==> config.mk <==
export PLATFORM = sky130hd
export DESIGN_NAME = spi_req_arbiter
export DESIGN_NICKNAME = d
export VERILOG_FILES = /design/src/rtl/spi_arb_pkg.sv /design/src/rtl/spi_rr_pick.sv /design/src/rtl/spi_req_arbiter.sv
export SDC_FILE = /design/constraint.sdc
export NUM_CORES = 1
export LEC_CHECK = 0
export CAP_MARGIN = 20
export CORE_MARGIN = 5
export CORE_UTILIZATION = 41
export DETAILED_ROUTE_END_ITERATION = 16
export PLACE_DENSITY = 0.77
export SKIP_LAST_GASP = 1
export SYNTH_ARGS = -nofsm -noshare
export SYNTH_HDL_FRONTEND = slang
export SYNTH_SLANG_ARGS = --single-unit
==> constraint.sdc <==
create_clock -name clk -period 2.48 [get_ports clk]
set_input_delay 0.496 -clock clk [delete_from_list [all_inputs] [get_ports clk]]
set_output_delay 0.496 -clock clk [all_outputs]
set_load 0.01 [all_outputs]
==> src/rtl/spi_arb_pkg.sv <==
// Shared definitions for the SPI request arbiter: FSM encoding, length-field
// sizing and the spi_master start-acknowledge timeout.
package spi_arb_pkg;

  typedef enum logic [2:0] {
    ST_IDLE,
    ST_LOAD,
    ST_START,
    ST_WAIT_BUSY,
    ST_WAIT_DONE
  } arb_state_t;

  localparam int BUSY_TIMEOUT = 8;
  localparam int TMR_W        = $clog2(BUSY_TIMEOUT + 1);

  // A length field must hold every value 0..depth inclusive.
  function automatic int len_width(input int depth);
    return $clog2(depth + 1);
  endfunction

endpackage

==> src/rtl/spi_rr_pick.sv <==
// Round-robin picker: scans requesters starting just after ptr (modulo
// NUM_REQ) and returns the first active one as a one-hot winner.
module spi_rr_pick #(
  parameter int NUM_REQ = 4,
  parameter int PTR_W   = 2
) (
  input  logic [NUM_REQ-1:0] req,
  input  logic [PTR_W-1:0]   ptr,
  output logic [NUM_REQ-1:0] winner,
  output logic               valid
);

  always_comb begin
    winner = '0;
    valid  = 1'b0;
    for (int k = 0; k < NUM_REQ; k++) begin
      if (!valid && req[(int'(ptr) + k + 1) % NUM_REQ]) begin
        winner[(int'(ptr) + k + 1) % NUM_REQ] = 1'b1;
        valid = 1'b1;
      end
    end
  end

endmodule

==> src/rtl/spi_req_arbiter.sv <==
// Shares one spi_master between NUM_REQ requesters: grants a burst
// round-robin, copies its bytes into the master FIFO, starts the transfer
// and reports completion (or failure) with a one-cycle done/err pulse.
module spi_req_arbiter
  import spi_arb_pkg::*;
#(
  parameter int NUM_REQ    = 4,
  parameter int DATA_WIDTH = 8,
  parameter int FIFO_DEPTH = 16,
  parameter int LEN_W      = len_width(FIFO_DEPTH)
) (
  input  logic                          clk,
  input  logic                          rst,
  input  logic [NUM_REQ-1:0]            req,
  input  logic [NUM_REQ*LEN_W-1:0]      req_len,
  input  logic [NUM_REQ*DATA_WIDTH-1:0] req_data,
  input  logic [NUM_REQ-1:0]            req_valid,
  output logic [NUM_REQ-1:0]            req_ready,
  output logic [NUM_REQ-1:0]            gnt,
  output logic [NUM_REQ-1:0]            done,
  output logic                          err,
  output logic                          fifo_wr_en,
  output logic [DATA_WIDTH-1:0]         fifo_wr_data,
  input  logic                          fifo_full,
  input  logic                          fifo_empty,
  output logic                          spi_start,
  input  logic                          spi_busy,
  output arb_state_t                    state
);

  localparam int PTR_W = (NUM_REQ > 1) ? $clog2(NUM_REQ) : 1;
  localparam logic [PTR_W-1:0] PTR_RST = PTR_W'(NUM_REQ - 1);

  // Byte handshake on the requester side: a byte moves on a clock edge
  // exactly when req_valid[i] and req_ready[i] are both high; req_ready
  // never depends on req_valid, and only the granted requester sees it.

  logic [PTR_W-1:0]   ptr;
  logic [PTR_W-1:0]   cur;
  logic [PTR_W-1:0]   pick_idx;
  logic [NUM_REQ-1:0] pick_oh;
  logic               pick_valid;
  logic               idle_go;
  logic [LEN_W-1:0]   len_q;
  logic [LEN_W-1:0]   cnt;
  logic [TMR_W-1:0]   tmr;
  logic               len_bad;
  logic               in_load;
  logic               load_fire;

  spi_rr_pick #(
    .NUM_REQ (NUM_REQ),
    .PTR_W   (PTR_W)
  ) u_pick (
    .req    (req),
    .ptr    (ptr),
    .winner (pick_oh),
    .valid  (pick_valid)
  );

  always_comb begin
    pick_idx = '0;
    for (int i = 0; i < NUM_REQ; i++) begin
      if (pick_oh[i]) pick_idx = PTR_W'(i);
    end
  end

  // Arbitration waits out the done cycle so a requester still holding req
  // while it observes done is not granted a second time.
  assign idle_go   = pick_valid && fifo_empty && !spi_busy && (done == '0);
  assign len_bad   = (len_q == '0) || (int'(len_q) > FIFO_DEPTH);
  assign in_load   = (state == ST_LOAD) && !len_bad;
  assign load_fire = in_load && req_valid[cur] && !fifo_full;

  always_comb begin
    req_ready    = '0;
    fifo_wr_en   = load_fire;
    fifo_wr_data = '0;
    if (in_load) begin
      req_ready[cur] = !fifo_full;
      fifo_wr_data   = req_data[cur*DATA_WIDTH +: DATA_WIDTH];
    end
  end

  always_ff @(posedge clk or posedge rst) begin
    if (rst) begin
      state     <= ST_IDLE;
      ptr       <= PTR_RST;
      cur       <= '0;
      len_q     <= '0;
      cnt       <= '0;
      tmr       <= '0;
      gnt       <= '0;
      done      <= '0;
      err       <= 1'b0;
      spi_start <= 1'b0;
    end else begin
      done      <= '0;
      err       <= 1'b0;
      spi_start <= 1'b0;
      case (state)
        ST_IDLE: begin
          if (idle_go) begin
            gnt   <= pick_oh;
            cur   <= pick_idx;
            len_q <= req_len[pick_idx*LEN_W +: LEN_W];
            cnt   <= '0;
            state <= ST_LOAD;
          end
        end
        ST_LOAD: begin
          if (len_bad) begin
            done  <= gnt;
            err   <= 1'b1;
            gnt   <= '0;
            ptr   <= cur;
            state <= ST_IDLE;
          end else if (load_fire) begin
            if (cnt == len_q - 1'b1) begin
              cnt       <= '0;
              spi_start <= 1'b1;
              state     <= ST_START;
            end else begin
              cnt <= cnt + 1'b1;
            end
          end
        end
        ST_START: begin
          tmr   <= '0;
          state <= ST_WAIT_BUSY;
        end
        ST_WAIT_BUSY: begin
          if (spi_busy) begin
            state <= ST_WAIT_DONE;
          end else if (tmr == TMR_W'(BUSY_TIMEOUT - 1)) begin
            done  <= gnt;
            err   <= 1'b1;
            gnt   <= '0;
            ptr   <= cur;
            state <= ST_IDLE;
          end else begin
            tmr <= tmr + 1'b1;
          end
        end
        ST_WAIT_DONE: begin
          if (!spi_busy) begin
            done  <= gnt;
            gnt   <= '0;
            ptr   <= cur;
            state <= ST_IDLE;
          end
        end
        default: state <= ST_IDLE;
      endcase
    end
  end

endmodule

Word level (Yosys, flattened, before mapping)
Cells that the tools add are included.
- input bits: 65
- word-level logic and storage cells: 173
- output and inout bits: 26
- register bits after elaboration: 31
- shift-type cells: 2
- bitwise operators: 8
- reductions and logical operators: 38
- eq/ne operators: 17
- $lt $le $gt $ge: 11
- add/subtract/negate cells: 9
- mux-type cells: 77
- multipliers: 1
- operators by type and width (kind ; count):
    adder 32 x 2 -> 32 bit (second input constant) ; 3
    two-way mux 4 bit ; 16
    variable part select 32 x 6 -> 8 bit ; 1
    two-way mux 1 bit ; 26
    two-way mux 3 bit ; 7
    two-way mux 5 bit ; 4
    variable part select 20 x 6 -> 5 bit ; 1
    < comparator 3 x 4 -> 1 bit (second input constant) ; 4
    inequality test 2 bit (second input constant) ; 8
    case mux 4 bit (4 select lines) ; 1
    case mux 3 bit (5 select lines) ; 1
    logical AND 1 bit ; 14
    greater-or-equal comparator 3 x 1 -> 1 bit (second input constant) ; 4
    two-way mux 2 bit ; 6
    bitwise OR 4 bit ; 3
    case mux 4 bit (3 select lines) ; 1
    binary-select mux 1 bit (select 2 bit) ; 5
    demux 1 bit (select 2 bit) ; 5
    case mux 5 bit (2 select lines) ; 1
    AND reduction 5 bit ; 2
    two-way mux 8 bit ; 1
    case mux 4 bit (2 select lines) ; 1
    OR reduction 2 bit ; 4
    adder 2 x 2 -> 3 bit (second input constant) ; 2
    32 further kinds ; 42

Logic depth before layout (Yosys ltp)
Gate-level depths: netlist of run 1.
- depth after elaboration: 21
- depth in mapped cells: 10

By module
Synthesis of run 1 repeated with hierarchy kept, for this count alone.
- cells, all modules: 259
- area, all modules: 2531.2 um^2
- by module, submodules not included (module ; area each (um^2) ; seq. area each (um^2) ; instances ; cells an instance):
    spi_req_arbiter ; 2084.5 ; 778.2 ; 1 ; 206
    spi_rr_pick ; 446.7 ; 0.0 ; 1 ; 53

Worst setup path after synthesis of run 1
No wires, ideal clock.
- kind: reg2reg
- from: register ptr[0]
- to: register gnt[0]
- stages on the path, launching flop included: 10
- clock period less this slack: 2.609 ns
- arrival time: 2.484 ns
- slack: -0.129 ns
- path through: dfstp_2 > buf_6 > inv_1 > ha_1 > or2_2 > nor3_1 > o21ai_2 > and3_1 > nor3_2 > mux2_2
- word-level cells in the longest chain between the ends: 19
- ends and longest elaborated chain (what ; RTL line ; text):
    from (decl) ; spi_req_arbiter.sv:38 ; logic [PTR_W-1:0] ptr;
    from (signal assigned) ; spi_req_arbiter.sv:116 ; ptr <= cur;
    from (signal assigned) ; spi_req_arbiter.sv:139 ; ptr <= cur;
    from (signal assigned) ; spi_req_arbiter.sv:149 ; ptr <= cur;
    branches (longest 19 deep; another with adder 32 x 2 -> 32 bit) ; - ;
    to (signal assigned) ; spi_req_arbiter.sv:104 ; gnt <= pick_oh;
    to (decl) ; spi_req_arbiter.sv:19 ; output logic [NUM_REQ-1:0] gnt,
Parallel ways; which one is timed is not known. The select of a mux whose other input is x is not followed.
A chain may end at the register's enable or synchronous reset.

Worst setup path after layout of run 1
- from: register ptr[0]
- to: register cur[0]
- word-level cells in the longest chain between the ends: 18
- ends and longest elaborated chain (what ; RTL line ; text):
    branches (longest 18 deep; another with adder 32 x 2 -> 32 bit) ; - ;
    to (signal assigned) ; spi_req_arbiter.sv:105 ; cur <= pick_idx;
    to (decl) ; spi_req_arbiter.sv:39 ; logic [PTR_W-1:0] cur;
Parallel ways; which one is timed is not known. The select of a mux whose other input is x is not followed.

==> metrics.md, run 1 <==
| Metric | Value |
|---|---|
| CP max stage cell | dfstp_2 |
| Hold Crit Depth | 1 |
| Mean routed wirelength per cell | about 18 µm |
| Crit path max-delay family | multiplexers |
| Synth Register Bits | 31 |
| Post-synth EDFFs | 0 |
| Setup ws final | -0.0697 ns |
| P per Cell Area | around 1200 nW/µm² |
| Syn Std Cell Area | between 2000 and 2500 µm² |
| Worst reg2reg endpoint | cur[0] |
| Final hold violation count | 0 |
| CP Launch Type | flop |
| Die area | between 7000 and 8000 µm² |
| Most common cell after layout, fill and taps aside | clkdlybuf4s50_1 |
| Yosys cell types | 62 |
| Layout cells sized above 1 | 0.372 |
| Syn Inst Count | 255 |
| Iteration-0 DRC Markers | 199 |
| TritonRoute pass-1 iters | 5 |
| MaxCap Viol Count | 0 |
| Syn_nets | 331 |
| First-pass GRT wire length | 13300 µm |
| Detail Route Antenna Nets | 0 |
| Buf/Inv on CP | 1 |
| Antenna Cells | 0 |
| Max Fclk | 392 MHz |
| CP max FO | 7 |
| RD Place Congestion | 0.922 |
| HPWL reported at the end of detailed placement | 6480 µm |
| Leakage | 2.01 nW |
| Clock Skew | 0.00562 ns |
| Critical Path RT | 2.65 ns |
| Core ar. | 5920 µm² |
| Wirelength, routed | 8690 µm |
| Top FF cell, synth | dfrtp_1 |
| Initial antenna violation count | 0 |
| Worst path cell trace | buf_6, mux4_2, a221o_1, a22oi_2, nand2_2, o21bai_1, mux2_4 |
| FF-to-FF setup slack | -0.07 ns |
| Total gr overflow | 0 |
| Critical path class | flop to flop |
| Slew Viols, Final | 0 |
| Hold EP | tmr[2] |
| All-layer global routing usage | 0.219 |
| # port buffers | 90 |
| Peak VDD IR | ~0.85 mV |
| Overall power | 5.40 mW |
| Clock root cell | clkbuf_8 |
| Initial core utilization | 0.421 |
| Hold Path Class | flop to flop |
| Area grow syn2layout | 77.1% |
| Max Root-Sink Buffers | 2 |
| Outcome | finished with violations |
| Relative slew slack | 0.594 |
| Average cell area after synthesis | between 9 and 10 µm² |
| Sequential share of the synthesized area | 0.312 |
| Post-layout util | 0.746 |
| Setup Viol. Count Final | 8 |
| Die Wd | ~88 µm |
| Commonest cells after routing, fill and taps aside | 77 x clkdlybuf4s50_1, 64 x buf_4, 29 x dfrtp_1 |
| Final nets | 489 |
| Critical Path Sink Type | flop |
| Asr flop ratio synth | 1.00 |
| Reg clk slew, reported paths | 0.06 ns |
| Die Ht | around 88 µm |
| Syn. warnings | 0 |
| CTS tree | done |
| Largest net degree at the start of global routing | 32 |
| RR Startpoint | ptr[0] |
| # rows | 28 |
| CTS Sinks | 31 |
| Failing checks | setup timing |
| CP peak stage delay | 0.65 ns |
| H-tree depth | 2 |
| Fin crit share | 1.03 |
| Dpl ws | -0.308 ns |
| Fin crit period | 2.55 ns |
| Reg2Reg Depth | 7 |
| Via-to-Cell Ratio | about 5.6 |
| Min-Delay Startpoint | tmr[2] |
| Clock latency at the later pin of the worst-skew pair | roughly 0.29 ns |
| Num CTS Buffers | 5 |
| Crit path DAT | 2.72 ns |
| Number of global-route vias before repair | 2629 |
| RSZ-0062 raised after global routing | true |
| Total vias in the final route | 2760 |
| Worst Tran Pin Value | 0.609 ns |
| Io pins | between 90 and 100 |
| Post-route DRC violation count | 0 |
Yosys cell counts, drive strengths merged (2+ instances only):
| library cell | instances | area [µm²] |
|---|---|---|
| ha | 11 | 138 |
| and2 | 4 | 25.0 |
| nor3 | 7 | 56.3 |
| nand4 | 2 | 12.5 |
| o21ai | 8 | 43.8 |
| o22ai | 3 | 18.8 |
| a32oi | 2 | 17.5 |
| mux2 | 6 | 67.6 |
| buf | 4 | 27.5 |
| inv | 12 | 45.0 |
| nand2b | 2 | 12.5 |
| nor4b | 5 | 43.8 |
| dfrtp | 29 | 726 |
| o31ai | 10 | 75.1 |
| o31a | 5 | 43.8 |
| a31oi | 12 | 75.1 |
| a211o | 2 | 17.5 |
| mux2i | 4 | 40.0 |
| o2bb2a | 2 | 20.0 |
| dfstp | 2 | 52.6 |
| nor4 | 2 | 12.5 |
| xnor2 | 3 | 26.3 |
| and3 | 11 | 68.8 |
| nor2b | 7 | 43.8 |
| or3 | 2 | 12.5 |
| nand3 | 12 | 60.1 |
| a22o | 3 | 26.3 |
| nand2 | 14 | 55.1 |
| a21oi | 7 | 38.8 |
| clkbuf | 6 | 23.8 |
| nor3b | 3 | 22.5 |
| a211oi | 5 | 37.5 |
| nor2 | 13 | 48.8 |
| xor2 | 4 | 35.0 |
| mux4 | 11 | 248 |
| or2 | 3 | 18.8 |
layout make-up:
type,instances,area (µm²)
Sequential cell,31,778
Clock inverter,2,35.0
Timing Repair Buffer,161,1470
Tap cell,75,93.8
Multi-Input combinational cell,202,1910
Fill cell,391,1500
Inverter,12,47.5
Clock buffer,6,82.6
report_power, final:
group          switching (mW)  internal, mW  leakage [nW]  total [mW]
logic                    1.83          2.16          1.54        3.99
clock network           0.191         0.325        0.0612       0.516
registers               0.211         0.679         0.399       0.890
metrics by stage:
| stage | cell area, µm² | cells | setup TNS (ns) | hold WS, ns |
|---|---|---|---|---|
| after floorplan | 2520 | 255 | 0 | 0.466 |
| after global placement | 3900 | 465 | -2.41 | 0.500 |
| after detailed placement | 3900 | 465 | -3.68 | 0.499 |
| after CTS | 4220 | 479 | -0.987 | 0.513 |
| after global routing | 4420 | 489 | -1.45 | 0.538 |
| final | 4420 | 489 | -0.260 | 0.514 |
kinds of logic after synthesis:
| group | after synthesis | synth area share |
|---|---|---|
| buffers and inverters | 22 | 0.0386 |
| AOI/OAI and AO/OA | 70 | 0.207 |
| adders and majority gates | 11 | 0.0552 |
| DFF | 31 | 0.312 |
| and+or+nand+nor | 93 | 0.220 |
| xor gates and xnor gates | 7 | 0.0246 |
| muxes | 21 | 0.142 |
flip-flops by register name (all words and copies together), names as in the netlist:
register,flops
cnt,5
len_q,5
done,4
gnt,4
tmr,4
state,3
cur,2
ptr,2
err,1
spi_start,1
layer usage:
| layer | up-vias | share of wire | global-route usage |
|---|---|---|---|
| li1 | 1304 | - | - |
| met1 | 1370 | 0.42 | 0.281 |
| met2 | 78 | 0.54 | 0.386 |
| met3 | 8 | 0.041 | 0.0367 |
| met4 | 0 | 0.0063 | 0.0460 |
| met5 | - | 0 | 0 |
timing repair:
item,in CTS,in global routing
resized for setup,33,52
buffers inserted,6,9
hold endpoints to repair,0,0
pin swaps,10,10
cloned,0,1
hold buffers,0,0
setup endpoints to repair,29,30
worst max-delay path by stage:
stage             start              end  slack (ns)  cells past startpoint
2_1_floorplan    ptr[0]           cur[0]       0.009                      9
3_3_place_gp     req[0]           gnt[0]       -0.23                      7
3_5_place_dp     req[2]         len_q[1]       -0.31                      7
4_1_cts        len_q[0]  fifo_wr_data[0]       -0.13                      7
5_1_grt          ptr[0]         len_q[1]       -0.14                     10
6_report         ptr[0]           cur[0]       -0.07                      7
Power figures use the tool's default switching activity.
==> run 2: changes to the inputs <==
--- a/config.mk
+++ b/config.mk
@@ -8,7 +8,8 @@
 export CAP_MARGIN = 20
 export CORE_MARGIN = 5
-export CORE_UTILIZATION = 41
+export CORE_UTILIZATION = 45
 export DETAILED_ROUTE_END_ITERATION = 16
-export PLACE_DENSITY = 0.77
+export MAX_ROUTING_LAYER = met4
+export PLACE_DENSITY = 0.8
 export SKIP_LAST_GASP = 1
 export SYNTH_ARGS = -nofsm -noshare
==> constraint.sdc (replaced) <==
create_clock -name clk -period 2.5 [get_ports clk]
set_input_delay 0.5 -clock clk [delete_from_list [all_inputs] [get_ports clk]]
set_output_delay 0.5 -clock clk [all_outputs]
set_load 0.05 [all_outputs]
==> run 2 against run 1 <==
The flow still finishes with violations (setup timing); clock power decreased by 20%; clock skew is 0.0029 ns higher; routed wire length up 7.8%; global-route usage grew 2.1 points; sequential power is 1% higher; combinational power grew 12%; clock-buffer cell count is 1 higher; cell area grew 2.3%; non-clock buffer count down 17; largest power group unchanged; sequential cell count unchanged; register-to-register slack about the same; worst setup slack got worse by 0.0021 ns; critical endpoint is now cnt[4].
==> metrics.md, run 2 (synthesis results as in run 1) <==
| Metric | Value |
|---|---|
| Outcome | finished with violations |
| Failing checks | setup timing |
| Final hold violation count | 0 |
| Critical path class | flop to flop |
| Clock root cell | clkbuf_8 |
| Leakage | about 1.9 nW |
| Layout cells sized above 1 | 0.398 |
| Initial core utilization | 0.458 |
| Total gr overflow | 0 |
| Int Pwr | 3.08 mW |
| Post-route DRC violation count | 0 |
| Relative slew slack | 0.589 |
| Die Wd | 84.4 µm |
| Setup Viol. Count Final | 4 |
| Number of global-route vias before repair | between 2000 and 3000 |
| Fin crit share | 1.03 |
| Slew Viols, Final | 0 |
| Die area | 7130 µm² |
| Critical Path Sink Type | flop |
| # rows | 27 |
| Wirelength, routed | 9370 µm |
| Largest net degree at the start of global routing | 32 |
| Dpl ws | -0.284 ns |
| Psw | 2.68 mW |
| RSZ-0062 raised after global routing | true |
| All-layer global routing usage | 0.240 |
| MaxCap Viol Count | 0 |
| Clock share of power | 0.071 |
| Commonest cells after routing, fill and taps aside | 76 x clkdlybuf4s50_1, 47 x buf_4, 26 x dfrtp_1 |
| Mean routed wirelength per cell | approximately 20 µm |
| Largest registers | cnt (5), len_q (5) |
| Io pins | between 90 and 100 |
| Most common cell after layout, fill and taps aside | clkdlybuf4s50_1 |
| # port buffers | 90 |
| Setup ws final | -0.0717 ns |
| P per Cell Area | 1280 nW/µm² |
| Peak VDD IR | 0.869 mV |
| Final nets | about 470 |
| Total vias in the final route | 2789 |
| Combinational Power Share | 0.772 |
| CTS tree | done |
| Detail Route Antenna Nets | 0 |
| Worst reg2reg endpoint | cnt[4] |
| Max Root-Sink Buffers | 2 |
| Switching Share | 0.465 |
| RR Startpoint | len_q[0] |
| FF-to-FF setup slack | -0.07 ns |
| Reg2Reg Depth | 9 |
| # hold bufs at CTS | 0 |
| Initial antenna violation count | 0 |
| Hold Path Class | flop to flop |
| Max Fclk | 389 MHz |
| Filler cells | 296 |
| Hold Crit Depth | 1 |
| Iteration-0 DRC Markers | 191 |
| H-tree depth | 2 |
| CP Launch Point | len_q[0] |
| RD Place Congestion | 0.928 |
| CP Launch Type | flop |
| Antenna Cells | 0 |
| Die Ht | ~84 µm |
| Reg clk slew, reported paths | 0.07 ns |
| Clock Skew | 0.00847 ns |
| Cell Area, Placed | 3960 µm² |
| Via-to-Cell Ratio | a little under 6 |
| TritonRoute pass-1 iters | 5 |
| Final instance area | approximately 4500 µm² |
| Crit path capture | cnt[4] |
| Core ar. | ~5400 µm² |
| CP max FO | 5 |
| HPWL reported at the end of detailed placement | 6600 µm |
| Critical Path RT | 2.69 ns |
| Area grow syn2layout | 81.2% |
| Crit path DAT | 2.76 ns |
| CTS Sinks | 31 |
| Worst Tran Pin Value | ~0.61 ns |
| Num CTS Buffers | 5 |
| Clock latency at the later pin of the worst-skew pair | slightly below 0.3 ns |
| Register share of total power | 0.156 |
| First-pass GRT wire length | between 10000 and 15000 µm |
| Fin crit period | 2.57 ns |
[run 2: cell types whose count changed in the layout (fill, tap and decap cells not counted), sizes merged]
cell,before,now
buf,72,67
bufinv,1,0
clkbuf,11,7
dlymetal6s2s,7,1
clkdlybuf4s50,77,76
[run 2: through the flow]
step | hold WS, ns | utilization | TNS, ns | power [mW] | instances
3_5_place_dp | 0.517 | 0.729 | -3.14 | 4.41 | 449
6_report | 0.532 | 0.831 | -0.159 | 5.77 | 469
2_1_floorplan | 0.466 | - | 0 | 3.05 | 255
3_3_place_gp | 0.488 | 0.729 | -2.18 | 4.33 | 449
5_1_grt | 0.574 | 0.831 | -1.14 | 6.07 | 469
4_1_cts | 0.527 | 0.765 | -0.0515 | 5.04 | 462
[run 2: timing repair]
item                                    CTS  global route
gates cloned                              0             1
pin swaps                                 5            16
endpoints found under the hold margin     0             0
endpoints found under the setup margin   16            27
buffers inserted                          5             6
resized for setup                        17            56
[run 2: cell type report]
class	instances	area (µm²)	area share
Clock buffer	7	86.3	0.0191
Inverter	12	45.0	0.00997
Multi-Input combinational cell	202	2050	0.454
Tap cell	72	90.1	0.0199
Clock inverter	1	5.00	0.00111
Sequential cell	31	782	0.173
Timing Repair Buffer	144	1460	0.323
[run 2: worst min-delay path by stage]
| stage | startpoint | endpoint |
|---|---|---|
| after floorplan | tmr[2] | tmr[2] |
| after global placement | tmr[2] | tmr[2] |
| after detailed placement | tmr[0] | tmr[0] |
| after CTS | tmr[0] | tmr[0] |
| after global routing | tmr[2] | tmr[2] |
| final | tmr[0] | tmr[0] |
[run 2: critical path: stages (launching register included)]
cell and delay (ns):
dfrtp_1 0.38, inv_2 0.08, buf_4 0.14, ha_1 0.22, and2_1 0.20, a211o_1 0.32, a31oi_1 0.22, o21ai_0 0.29
or2_2 0.40, o31ai_1 0.23
[run 2: routing by layer]
metal / track usage / vias up / part of all wire
met5: - / - / 0
met4: 0.0691 / 0 / 0.034
met3: 0.0334 / 34 / 0.046
met2: 0.449 / 113 / 0.54
met1: 0.263 / 1363 / 0.38
li1: - / 1279 / -
[run 2: power by group through the flow]
stage	clock, mW	sequential [mW]	combinational [mW]
global placement	0	0.875	3.46
CTS	0.419	0.886	3.74
detailed placement	0	0.881	3.53
floorplan	0	0.955	2.10
global route	0.445	0.929	4.69
finish	0.412	0.902	4.45
